`src/rtl/multi_state_seq_if.sv`:
```
// Handshake bundle between the multi-cycle main decoder (master) and the
// step sequencer (slave): control inputs, the 3-bit step and status/counters.
interface multi_state_seq_if #(
  parameter int CNT_W = 32
);
  logic             run;
  logic [5:0]       Op;
  logic             next_ins;
  logic             mem_ready;
  logic [2:0]       state;
  logic             ctrl_kill;
  logic             ins_done;
  logic             illegal;
  logic             timeout;
  logic [CNT_W-1:0] cycle_cnt;
  logic [CNT_W-1:0] instr_cnt;

  modport master (
    output run, Op, next_ins, mem_ready,
    input  state, ctrl_kill, ins_done, illegal, timeout, cycle_cnt, instr_cnt
  );

  modport slave (
    input  run, Op, next_ins, mem_ready,
    output state, ctrl_kill, ins_done, illegal, timeout, cycle_cnt, instr_cnt
  );
endinterface

```
`src/rtl/multi_state_seq.sv`:
```
// Step sequencer for the multi-cycle MIPS CPU: owns the IF/ID/EX/MEM/WB/HALT step,
// memory stalls, illegal-opcode trap and cycle/retire counters.
// Optional stall watchdog enabled by defining MULTI_STATE_SEQ_STALL_TIMEOUT_EN.
module multi_state_seq #(
  parameter int CNT_W   = 32,
  parameter int TIMEOUT = 255
) (
  input logic              clk,
  input logic              rst_n,
  multi_state_seq_if.slave bus
);

  typedef enum logic [2:0] {
    S_IF   = 3'b000,
    S_ID   = 3'b001,
    S_EX   = 3'b010,
    S_MEM  = 3'b011,
    S_WB   = 3'b100,
    S_HALT = 3'b101
  } step_t;

  localparam logic [5:0] OP_RTYPE = 6'b000000;
  localparam logic [5:0] OP_LW    = 6'b100011;
  localparam logic [5:0] OP_SW    = 6'b101011;
  localparam logic [5:0] OP_BEQ   = 6'b000100;
  localparam logic [5:0] OP_ADDI  = 6'b001000;
  localparam logic [5:0] OP_J     = 6'b000010;

  step_t            state_q;
  logic             illegal_q;
  logic             ins_done_q;
  logic [CNT_W-1:0] cycle_q;
  logic [CNT_W-1:0] instr_q;

  logic mem_step;
  logic legal_op;
  logic legal_step;
  logic stalled;
  logic advance;
  logic retire;
  logic trap_illegal;
  logic trap_timeout;

  assign mem_step   = (state_q == S_IF) ||
                      (state_q == S_MEM && (bus.Op == OP_LW || bus.Op == OP_SW));
  assign legal_op   = bus.Op inside {OP_RTYPE, OP_LW, OP_SW, OP_BEQ, OP_ADDI, OP_J};
  assign legal_step = state_q inside {S_IF, S_ID, S_EX, S_MEM, S_WB};
  assign stalled    = bus.run && mem_step && !bus.mem_ready;
  assign advance    = bus.run && (state_q != S_HALT) && (!mem_step || bus.mem_ready);

  // An illegal opcode in ID traps even if the decoder also raised next_ins.
  assign trap_illegal = advance && (state_q == S_ID) && !legal_op;
  assign retire       = advance && !trap_illegal &&
                        ((state_q == S_WB) || (bus.next_ins && legal_step));

`ifdef MULTI_STATE_SEQ_STALL_TIMEOUT_EN
  localparam int STALL_W = ($clog2(TIMEOUT + 1) > 8) ? $clog2(TIMEOUT + 1) : 8;

  logic [STALL_W-1:0] stall_q;
  logic               timeout_q;

  assign trap_timeout = stalled && (stall_q == STALL_W'(TIMEOUT));

  always_ff @(posedge clk or negedge rst_n) begin
    if (!rst_n) begin
      stall_q   <= '0;
      timeout_q <= 1'b0;
    end else begin
      if (trap_timeout) timeout_q <= 1'b1;
      if (!bus.run || advance || trap_timeout) stall_q <= '0;
      else if (stalled)                        stall_q <= stall_q + STALL_W'(1);
    end
  end

  assign bus.timeout = timeout_q;
`else
  assign trap_timeout = 1'b0;
  assign bus.timeout  = 1'b0;
`endif

  // NOTE: state is updated with non-blocking assignments so every register in this
  // block samples pre-edge values; blocking here would leak new state into later lines.
  always_ff @(posedge clk or negedge rst_n) begin
    if (!rst_n) begin
      state_q    <= S_IF;
      illegal_q  <= 1'b0;
      ins_done_q <= 1'b0;
      cycle_q    <= '0;
      instr_q    <= '0;
    end else begin
      ins_done_q <= retire;
      if (retire)                           instr_q <= instr_q + CNT_W'(1);
      if (bus.run && state_q != S_HALT)     cycle_q <= cycle_q + CNT_W'(1);
      if (trap_illegal)                     illegal_q <= 1'b1;

      if (trap_timeout || trap_illegal) begin
        state_q <= S_HALT;
      end else if (retire) begin
        state_q <= S_IF;
      end else if (advance) begin
        case (state_q)
          S_IF:    state_q <= S_ID;
          S_ID:    state_q <= S_EX;
          S_EX:    state_q <= S_MEM;
          S_MEM:   state_q <= S_WB;
          default: state_q <= S_IF;  // 110/111 upset recovery, never a retire
        endcase
      end
    end
  end

  assign bus.state     = state_q;
  assign bus.ctrl_kill = (state_q == S_HALT);
  assign bus.ins_done  = ins_done_q;
  assign bus.illegal   = illegal_q;
  assign bus.cycle_cnt = cycle_q;
  assign bus.instr_cnt = instr_q;

endmodule

```
`src/flat_wrapper.sv`:
```
// flat-port wrapper written by rule: the top's interface ports become plain ports
module multi_state_seq_flat 
#(
  parameter int CNT_W   = 32,
  parameter int TIMEOUT = 255
)
  (clk, rst_n, bus_run, bus_Op, bus_next_ins, bus_mem_ready, bus_state, bus_ctrl_kill, bus_ins_done, bus_illegal, bus_timeout, bus_cycle_cnt, bus_instr_cnt);
  multi_state_seq_if #(.CNT_W(CNT_W)) bus_i ();
  input logic clk;
  input logic rst_n;
  input wire logic [$bits(bus_i.run)-1:0] bus_run;
  input wire logic [$bits(bus_i.Op)-1:0] bus_Op;
  input wire logic [$bits(bus_i.next_ins)-1:0] bus_next_ins;
  input wire logic [$bits(bus_i.mem_ready)-1:0] bus_mem_ready;
  output wire logic [$bits(bus_i.state)-1:0] bus_state;
  output wire logic [$bits(bus_i.ctrl_kill)-1:0] bus_ctrl_kill;
  output wire logic [$bits(bus_i.ins_done)-1:0] bus_ins_done;
  output wire logic [$bits(bus_i.illegal)-1:0] bus_illegal;
  output wire logic [$bits(bus_i.timeout)-1:0] bus_timeout;
  output wire logic [$bits(bus_i.cycle_cnt)-1:0] bus_cycle_cnt;
  output wire logic [$bits(bus_i.instr_cnt)-1:0] bus_instr_cnt;
  assign bus_i.run = bus_run;
  assign bus_i.Op = bus_Op;
  assign bus_i.next_ins = bus_next_ins;
  assign bus_i.mem_ready = bus_mem_ready;
  assign bus_state = bus_i.state;
  assign bus_ctrl_kill = bus_i.ctrl_kill;
  assign bus_ins_done = bus_i.ins_done;
  assign bus_illegal = bus_i.illegal;
  assign bus_timeout = bus_i.timeout;
  assign bus_cycle_cnt = bus_i.cycle_cnt;
  assign bus_instr_cnt = bus_i.instr_cnt;
  multi_state_seq #(.CNT_W(CNT_W), .TIMEOUT(TIMEOUT)) u_core (.clk(clk), .rst_n(rst_n), .bus(bus_i));
endmodule
```
`config.mk`:
```
export PLATFORM = sky130hd
export DESIGN_NAME = multi_state_seq_flat
export DESIGN_NICKNAME = d
export VERILOG_FILES = /design/src/rtl/multi_state_seq_if.sv /design/src/rtl/multi_state_seq.sv /design/src/flat_wrapper.sv
export SDC_FILE = /design/constraint.sdc
export NUM_CORES = 1
export LEC_CHECK = 0
export ABC_AREA = 1
export CELL_PAD_IN_SITES_DETAIL_PLACEMENT = 1
export CELL_PAD_IN_SITES_GLOBAL_PLACEMENT = 2
export CORE_MARGIN = 2
export CORE_UTILIZATION = 26
export DETAILED_ROUTE_END_ITERATION = 10
export PLACE_DENSITY = 0.81
export SKIP_CTS_REPAIR_TIMING = 1
export SLEW_MARGIN = 20
export SYNTH_ARGS = -nofsm -noshare
export SYNTH_HDL_FRONTEND = slang
export SYNTH_SLANG_ARGS = --single-unit
```
`constraint.sdc`:
```
create_clock -name clk -period 1.5 [get_ports clk]
set_input_delay 0.3 -clock clk [delete_from_list [all_inputs] [get_ports clk]]
set_output_delay 0.3 -clock clk [all_outputs]
set_load 0.1 [all_outputs]
```
==> results.env <==
VIA_COUNT_OF_THE_FIRST_GLOBAL_ROUTING_PASS=4920
CLKLATENCYLATEPIN_PS=340
WORST_R2R_PATH_DEPTH=10
TOTAL_LEAKAGE_POWER_nW=3.60
MAXCAPVIOLCOUNT=0
P_SW_FRAC=0.220
MULTI_INPUT_AREA_UM2=2890
IO-PIN-COUNT=82
DRIVE_GT1_FRAC=0.458
NETLIST.TOP_CELL.BY_AREA='sky130_fd_sc_hd__dfrtp_1'
NUM-FILL-CELLS=1955
INITIAL_CORE_UTILIZATION=0.266
CLOCKPOWERSHARE=0.550
YS_WARN_COUNT=0
HTREE_LEVELS=3
POST_ROUTE_MINIMUM_PERIOD_PS=1700
ROWS=47
CRITPATHCAPTURETYPE='output port'
P_SWITCHING_mW=0.956
WORST_SETUP_HOLD_PATH_CLK_SLEW_PS=60
WORSTSETUPPATHTYPE='reg -> out'
DESIGN.CORE.AREA_UM2=16600
CELLPOWERDENSITY_nW_PER_UM2=558
FF_LATCH_AREA_UM2=1910
P_SEQ_FRAC=0.428
TIMING.FMAX_GHz=0.588
FINALHOLDVIOLCOUNT=40
WORST-PATH-MAX-FANOUT=6
ROUTE.FINAL.WIRE_LENGTH_UM=15900
GRT_FIRST_PASS_WIRELENGTH_UM=24800
WORST_R2R_STARTPOINT='u_core.bus.state[1]'
VIA_COUNT=4629
OVERFLOW=0
POST-DP-HPWL_UM=11500
SYNTH_SEQUENTIAL_AREA_RATIO=0.392
REGTOREGSETUPSLACK_PS=-150
WORST_HOLD_PATH_TYPE='in -> async'
SYNTHDOMINANTCELLAREASHARE=0.392
MIN_SETUP_SLACK_POST_ROUTE_PS=-201
CLOCK_TREE_BUFFER_DEPTH=2
SYN_AREA_UM2=4410
FAILING_CHECKS='hold timing, setup timing'
GLOBALROUTETOTALUTIL=0.173
CP_DATA_REQUIRED_TIME_PS=1200
DRT-PASS1-ITER-COUNT=4
FINAL_PERIOD_UTIL=1.13
SETUP_VIOLATIONS=36
SYNTH_ENABLE_FLOP_CELLS=0
AVGSYNTHCELLAREA_UM2=6.95
INSERTEDDIODECOUNT=0
ROUTABILITYCONGESTION=0.831
TIMING.RR.END='u_core.bus.instr_cnt[19]'
FINALINSTANCEAREA_UM2=7800
GRT_SETUP_UNREPAIRED='true'
FINAL.SETUP.TNS_PS=-4210
POST_DP_CELL_AREA_UM2=6790
CRITICAL_PATH_ORIGIN='u_core.bus.state[1]'
SYNTH_FP_NETS=647
WORST_SETUP_PATH_START_KIND='flip-flop'
FINAL_NETS=804
AVGVIACOUNTPERCELL=4.56
CLK_ROOT_BUFFER_CELL='sky130_fd_sc_hd__clkbuf_16'
DIE_X_UM=134
RUN_STATUS='finished with violations'
TRITONCTS='built'
ANT_NETS=0
POST-ROUTE-DRC-COUNT=0
SYNTHFLOPTYPE='sky130_fd_sc_hd__dfrtp_1'
DIE_AREA_UM2=18000
INTERNAL-POWER_mW=3.39
TIMING.CRITICAL_PATH.TO='bus_ctrl_kill'
GRT_ANTENNA_BEFORE_REPAIR=0
COMBPWRFRAC=0.022
DR.FIRST_ITER.DRC_COUNT=165
WORST_IR_DROP_VDD_V=0.000579
CLOCK-SINKS=69
SYN_INST=634
FINALMAXSLEWVIOLATIONS=0
YS_SEQ_ELEMENTS=69
PRE_CTS_SLACK_PS=-389
SETUP_SKEW_AFTER_LAYOUT_PS=6.26
IO_BUFFER_COUNT=80
SYNTH_TOP_CELLS_BY_AREA='sky130_fd_sc_hd__dfrtp_1 39%, sky130_fd_sc_hd__nand2_1 25%, sky130_fd_sc_hd__nor2_1 7.7%'
LAYOUT_STAGE_AREA_GROWTH_OVER_THE_SYNTHESIS_RESULT_PCT=76.9
HOLD-WORST-SLACK_PS=-31.7
YOSYS.CELL_TYPES.COUNT=30
WORSTPATHARRIVAL_PS=1400
CTS_MADE_BUFFERS=9
DIE_HEIGHT_UM=134
ROUTED_LENGTH_PER_INSTANCE_UM=15.6
SYNTH_ASYNC_SR_FLOP_SHARE=1.00
GRT_MAX_DEGREE=70
worst min-delay path by stage:
stage	end	slack, ps
2_1_floorplan	u_core.bus.cycle_cnt[25]	4
3_3_place_gp	u_core.bus.instr_cnt[8]	350
3_5_place_dp	u_core.bus.instr_cnt[10]	350
4_1_cts	u_core.bus.state[2]	-10
5_1_grt	u_core.bus.instr_cnt[20]	-0.2
6_report	u_core.bus.instr_cnt[10]	-30
power groups by stage:
stage	Clock (mW)	Combinational [mW]	Sequential, mW
detailed placement	0	0.101	1.90
CTS	2.45	0.101	1.86
global placement	0	0.0988	1.90
finish	2.39	0.0969	1.86
global route	2.51	0.110	1.86
floorplan	0	0.0214	1.90
through the flow:
stage               hold WS [ps]   util  total power [mW]  instances
floorplan                   4.41      -              1.92        634
global placement             346  0.410              2.00        971
detailed placement           354  0.410              2.00        971
CTS                        -11.2  0.429              4.41        986
global route              -0.211  0.470              4.48       1015
finish                     -31.7  0.470              4.35       1015
placed cells by master (no fill, tap or decap), types with 7 or more instances in the layout:
cell type / n
sky130_fd_sc_hd__inv_1: 30
sky130_fd_sc_hd__buf_4: 58
sky130_fd_sc_hd__nand2_4: 21
sky130_fd_sc_hd__clkdlybuf4s50_1: 9
sky130_fd_sc_hd__buf_12: 76
sky130_fd_sc_hd__xnor2_1: 14
sky130_fd_sc_hd__nand3b_1: 19
sky130_fd_sc_hd__dfrtp_2: 23
sky130_fd_sc_hd__dfrtp_4: 42
sky130_fd_sc_hd__nor2_2: 22
sky130_fd_sc_hd__nor2_4: 14
sky130_fd_sc_hd__nor3_1: 7
sky130_fd_sc_hd__nand2_1: 246
sky130_fd_sc_hd__xor2_1: 21
sky130_fd_sc_hd__nand3_1: 9
sky130_fd_sc_hd__nor2_1: 62
sky130_fd_sc_hd__clkbuf_16: 12
sky130_fd_sc_hd__inv_2: 11
sky130_fd_sc_hd__nand2_2: 48
sky130_fd_sc_hd__buf_6: 10
critical path: stages (launching register included):
cell	delay [ps]
sky130_fd_sc_hd__dfrtp_4	520
sky130_fd_sc_hd__inv_2	80
sky130_fd_sc_hd__nand3_4	90
sky130_fd_sc_hd__buf_6	130
sky130_fd_sc_hd__clkinvlp_4	70
sky130_fd_sc_hd__buf_12	160
metal layers:
layer,part of all wire,vias to the layer above,track usage,wire (um)
li1,-,2251,-,-
met5,0,-,0,0
met1,0.45,2298,0.224,7130
met2,0.51,68,0.296,8050
met4,0.010,0,0.0444,159
met3,0.033,12,0.0359,517
sequential cells by signal, indices dropped and copies added (netlist names):
signal and count:
u_core.bus.illegal 1, u_core.bus.cycle_cnt 32, u_core.bus.instr_cnt 32, u_core.bus.state 3, u_core.bus.ins_done 1
cell usage after synthesis (2+ instances only):
master / number
sky130_fd_sc_hd__nand2_1: 295
sky130_fd_sc_hd__nor2_1: 90
sky130_fd_sc_hd__dfrtp_1: 69
sky130_fd_sc_hd__inv_1: 36
sky130_fd_sc_hd__nand2_2: 21
sky130_fd_sc_hd__xor2_1: 21
sky130_fd_sc_hd__nand3b_1: 19
sky130_fd_sc_hd__xnor2_1: 16
sky130_fd_sc_hd__nand3_1: 11
sky130_fd_sc_hd__nor3_1: 11
sky130_fd_sc_hd__inv_2: 6
sky130_fd_sc_hd__nor2_4: 5
sky130_fd_sc_hd__buf_4: 4
sky130_fd_sc_hd__o21ai_0: 4
sky130_fd_sc_hd__nand3_2: 3
sky130_fd_sc_hd__nand4_1: 3
sky130_fd_sc_hd__nor2_2: 3
sky130_fd_sc_hd__buf_12: 2
sky130_fd_sc_hd__buf_6: 2
sky130_fd_sc_hd__ha_1: 2
sky130_fd_sc_hd__o21ai_1: 2
cells by family after synthesis:
family	share of synthesized area
AOI/OAI and AO/OA	0.00852
xor gates and xnor gates	0.0772
adders and majority gates	0.00568
buffers and inverters	0.0588
DFF	0.392
other	0.000851
and+or+nand+nor	0.457
area by class of cell:
class / instances / area share
repair buffers: 156 / 0.287
multi-input cells: 513 / 0.371
clock inverters: 5 / 0.0108
clock buffers: 10 / 0.0307
well taps: 220 / 0.0353
flip-flops and latches: 69 / 0.245
inverters: 42 / 0.0207
Power figures use the tool's default switching activity.
